## config.mk

```make
export PLATFORM = sky130hd
export DESIGN_NAME = bv8_masked_basis_pipe
export DESIGN_NICKNAME = d
export VERILOG_FILES = /design/src/rtl/bv8_masked_basis_pipe.sv
export SDC_FILE = /design/constraint.sdc
export NUM_CORES = 1
export LEC_CHECK = 0
export ABC_AREA = 1
export ABC_CLOCK_PERIOD_IN_PS = 2100
export BUFFER_PORTS_ARGS = -buffer_cell sky130_fd_sc_hd__buf_2
export CAP_MARGIN = 30
export CORE_ASPECT_RATIO = 1.25
export CORE_MARGIN = 10
export CORE_UTILIZATION = 48
export DETAILED_ROUTE_END_ITERATION = 6
export GPL_ROUTABILITY_DRIVEN = 0
export MAX_ROUTING_LAYER = met4
export PLACE_DENSITY = 0.81
export SETUP_SLACK_MARGIN = 0.02
export SLEW_MARGIN = 5
export SYNTH_ARGS = -nofsm -noshare
export SYNTH_HDL_FRONTEND = slang
export SYNTH_SLANG_ARGS = --single-unit
```

## constraint.sdc

```tcl
create_clock -name in_clock -period 2.1 [get_ports in_clock]
set_input_delay 0.315 -clock in_clock [delete_from_list [all_inputs] [get_ports in_clock]]
set_output_delay 0.315 -clock in_clock [all_outputs]
set_load 0.02 [all_outputs]
```

## src/rtl/bv8_masked_basis_pipe.sv

```systemverilog
// Share-wise GF(2) 8x8 basis change on a d-share masked byte, elastic valid/ready pipeline.
// Latency STAGES cycles, 1 item/cycle; out_ready combinationally follows in_ready when all stages are full.
module bv8_masked_basis_pipe #(
  parameter int unsigned NUM_SHARES = 2,
  parameter int unsigned STAGES     = 1,
  parameter logic [63:0] FWD_MATRIX = 64'h8040_2010_0804_0201,
  parameter logic [63:0] BWD_MATRIX = 64'h8040_2010_0804_0201
) (
  input  logic                    in_clock,
  input  logic                    in_reset,
  input  logic                    in_valid,
  output logic                    out_ready,
  input  logic                    in_mode,
  input  logic [8*NUM_SHARES-1:0] in_x,
  output logic                    out_valid,
  input  logic                    in_ready,
  output logic [8*NUM_SHARES-1:0] out_y,
  output logic                    out_mode
);

  localparam int unsigned W = 8 * NUM_SHARES;

  typedef struct packed {
    logic         mode;
    logic [W-1:0] dat;
  } stage_t;

  logic [63:0]       mat;
  stage_t            mul_d;
  stage_t            stage_q [STAGES];
  logic [STAGES-1:0] vld_q;
  logic [STAGES-1:0] adv;

  // Each share is multiplied independently so the masking is preserved.
  always_comb begin
    mat        = in_mode ? BWD_MATRIX : FWD_MATRIX;
    mul_d.mode = in_mode;
    mul_d.dat  = '0;
    for (int s = 0; s < NUM_SHARES; s++) begin
      for (int i = 0; i < 8; i++) begin
        mul_d.dat[8*s+i] = ^(mat[8*i +: 8] & in_x[8*s +: 8]);
      end
    end
  end

  // A stage can load when any stage from it to the output is empty, or the sink takes.
  always_comb begin
    adv = '0;
    for (int k = 0; k < STAGES; k++) begin
      adv[k] = in_ready || (|((~vld_q) >> k));
    end
  end

  assign out_ready = adv[0];

  for (genvar k = 0; k < STAGES; k++) begin : g_stage
    logic   up_v;
    stage_t up_d;
    logic   v_q;
    stage_t d_q;

    if (k == 0) begin : g_head
      assign up_v = in_valid;
      assign up_d = mul_d;
    end else begin : g_body
      assign up_v = vld_q[k-1];
      assign up_d = stage_q[k-1];
    end

    always_ff @(posedge in_clock) begin
      if (in_reset) begin
        v_q <= 1'b0;
        d_q <= '0;
      end else if (adv[k]) begin
        v_q <= up_v;
        if (up_v) begin
          d_q <= up_d;
        end
      end
    end

    assign vld_q[k]   = v_q;
    assign stage_q[k] = d_q;
  end

  assign out_valid = vld_q[STAGES-1];
  assign out_y     = stage_q[STAGES-1].dat;
  assign out_mode  = stage_q[STAGES-1].mode;

endmodule

```

# Word-level counts from Yosys, hierarchy flattened

Cells that the tools add are included.

Register bits after elaboration: 18
Input bits: 21
Output and inout port bits: 19
Logic and storage cells: 22

Bitwise operators: 1
Reductions and logical operators: 18

Operator list:

| cell               | number |
|---|---|
| $reduce_xor A8 Y1  | 16 |
| $reduce_and A2 Y1  | 1 |
| $logic_or A1 B1 Y1 | 1 |
| $not A1 Y1         | 1 |

# Depth between registers and ports, before layout

Depth after elaboration: 3
Depth in mapped cells: 6

# Worst setup path before layout

Ideal clock, no wire load.

Path kind: register to output
Start: register g_stage[0].v_q, in the netlist out_valid
End: output port out_ready
Arrival time: 0.742 ns
Setup slack: 1.043 ns
Cell stages (with the launch flop): 3
Path buffers: 1
Path through: dfxtp_1 nand2_4 buf_6

Cells in the longest elaborated chain, start to end: 2

RTL lines:

| element                | line | RTL |
|---|---|---|
| start, declared        | 59   | `logic v_q;` |
| start signal, assigned | 75   | `v_q <= up_v;` |
| $not A1 Y1             | 50   | `adv[k] = in_ready \|\| (\|((~vld_q) >> k));` |
| $logic_or A1 B1 Y1     | 50   |  |
| end, declared          | 12   | `output logic out_ready,` |

Every way passes these cells.

# Final worst setup path

Ends and elaborated chain as after synthesis.

==> flow_summary.toml <==
[placement]
io_buffers = 39
place_hpwl_mm = 1.400

[drt]
drc = 0
wire_per_inst_um = 11.38
firstDrtPassIters = 4
vias_per_cell = 4.769
routed_wl_mm = 1.923
initialDrtViolationCount = 17
vias = 806
postRouteAntennaNets = 0

[clock_tree]
cts_buffer_depth = 2
h-tree-depth = 1
cts_buffers = 3
cts_setup_buffers = 0
cts_tree = "yes"
clk_pin_slew_ps = 90
root_buffer = "clkbuf_4"
cts_num_sinks = 18
clock_latency_ps = 280
ctsResizeCount = 0
cts_hold_buf = 0

[global_route]
grt_util_all_layers_pct = 9.729
grt_max_degree = 37
grt_overflow_total = 0
grt_pass1_vias = 724
antenna_found_initial = 0
grt_first_pass_wirelength_mm = 3.091

[cells_and_area]
regArea_um2 = 360.3
drive_gt1_share_pct = 34.00
antenna_cells = 0
layout.nets = 173
fillerInstances = 186
area_growth_pct = 17.56
multi_input_area_um2 = 336.6

[run_status]
status = "completed"

[critical_path]
critPathLaunchType = "flip-flop"
timing.rr.start = "out_valid$_SDFFE_PP0P_"
cp-end-kind = "primary output"
crit_type = "reg2out"
crit_fanout = 36
ff2ff_path_depth = 4
rr_endpoint = "out_y[5]$_SDFFE_PP0P_"
worstPathRequired_ps = 1780
rrSetupSlack_ps = 1110
crit_arrival_ps = 1160

[timing]
layout_min_cycle_time_ps = 1474
rsz0062_at_grt = "false"
finalCritPeriodShare_pct = 70.17
finalSetupViolCount = 0
slew_headroom_pct = 58.36
fmax_ghz = 0.6786
drv_slew = 0
finalHoldViolCount = 0
setup_tns_ps = 0
holdWs_ps = 198.6
worst_pin_slew_ps = 624.6
clock_skew_ps = 1.260

[yosys]
ys_ff_latch = 18
synth.avg_cell_area_um2 = 7.432
synth.top_cell.area_share_pct = 41.80
synth_edf_count = 0
async_flop_share_pct = 0
syn_area_um2 = 862.1
ys_top_cells_by_count = "dfxtp_1, inv_1, nand2_1"
synth_top_area_cell = "dfxtp_1"
synth_cell_types = 12
synth-seq-area-share_pct = 41.80
ys_warn_count = 0
synthCells = 116
ys_top_cells_by_area = "dfxtp_1, buf_6, a21oi_1"
yosys_most_used_dff = "dfxtp_1"
syn_nets = 137

[pwr]
powerDensity_mw_per_mm2 = 694.6
peakVddDrop_mv = 0.3554
leakage_nw = 0.5962

[min_path]
min_from = "in_reset"
hp-class = "in2reg"
hold_end = "out_valid$_SDFFE_PP0P_"
hold_depth = 2

[floorplan]
die_w_um = 57.91
coreArea_mm2 = 0.001744
io_pins = 40
rows = 17
die_h_um = 67.38
initial_core_util_pct = 49.43
die_area_mm2 = 0.003902

[job]
drv_cap = 0
[worst max-delay path, stage by stage (launching register included)]
cell     delay [ps]
dfxtp_1         340
nand2_4         300
buf_2           240
[through the flow]
stage / area [um^2] / std cells / worst slack [ps] / power, mW / util [%]
final: 1013 / 169 / 626.5 / 0.7040 / 58.11
after global routing: 1013 / 169 / 554.4 / 0.7443 / 58.11
after CTS: 1013 / 169 / 609.3 / 0.7157 / 58.11
after detailed placement: 991.0 / 166 / 827.2 / 0.5529 / 56.81
after global placement: 991.0 / 166 / 847.1 / 0.5477 / 56.81
after floorplan: 862.1 / 116 / 1043 / 0.5105 / -
[worst max-delay path by stage]
stage	from	endpoint	slack, ps	depth (start not counted)
after floorplan	out_valid$_SDFFE_PP0P_	out_ready	1040	2
after global placement	in_ready	out_ready	850	4
after detailed placement	in_ready	out_ready	830	4
after CTS	out_valid$_SDFFE_PP0P_	out_ready	610	2
after global routing	out_valid$_SDFFE_PP0P_	out_ready	550	2
final	out_valid$_SDFFE_PP0P_	out_ready	630	2
[where the power goes]
group	total [mW]	switching, mW	internal, mW	leakage [nW]
clock	0.161	0.0949	0.0665	0.0138
sequential	0.381	0.0131	0.368	0.150
combinational	0.162	0.101	0.0608	0.433
total	0.704	0.209	0.495	0.596
[state kept, by name, indices dropped and copies added, names as in the netlist]
signal and flops:
out_mode 1, out_valid 1, out_y 16
[per-layer routing]
metal | part of all wire [%] | global-route usage [%] | vias to the layer above | routed length [um]
met5 | 0 | - | - | 0
met4 | 0.31 | 3.529 | 0 | 6
met3 | 12 | 4.878 | 2 | 229
met2 | 44 | 14.92 | 33 | 854
met1 | 43 | 10.62 | 346 | 832
li1 | - | - | 425 | -
[logic make-up after synthesis]
kind of cell | after synthesis | share of synthesized area [%]
AND/OR/NAND/NOR | 52 | 27.72
buffers and inverters | 28 | 19.16
flip-flops | 18 | 41.80
AO/OA/AOI/OAI | 18 | 11.32
[layout by cell type, fill, tap and decap left out]
master     n
buf_2     39
inv_1     18
dfxtp_1   18
nand2_1   17
a21oi_1   16
nor2_1    15
nand3_1   15
clkbuf_4   3
inv_2      2
nand3_2    2
a21oi_2    2
nor2_2     2
nand2_4    1
[final cells by class]
class	instances	share of cell area (%)
clock buffer	3	2.222
timing repair buffer	39	19.26
multi-input combinational	70	33.21
tap	19	2.346
inverter	20	7.407
sequential	18	35.56
(Power assumes the default switching activity.)
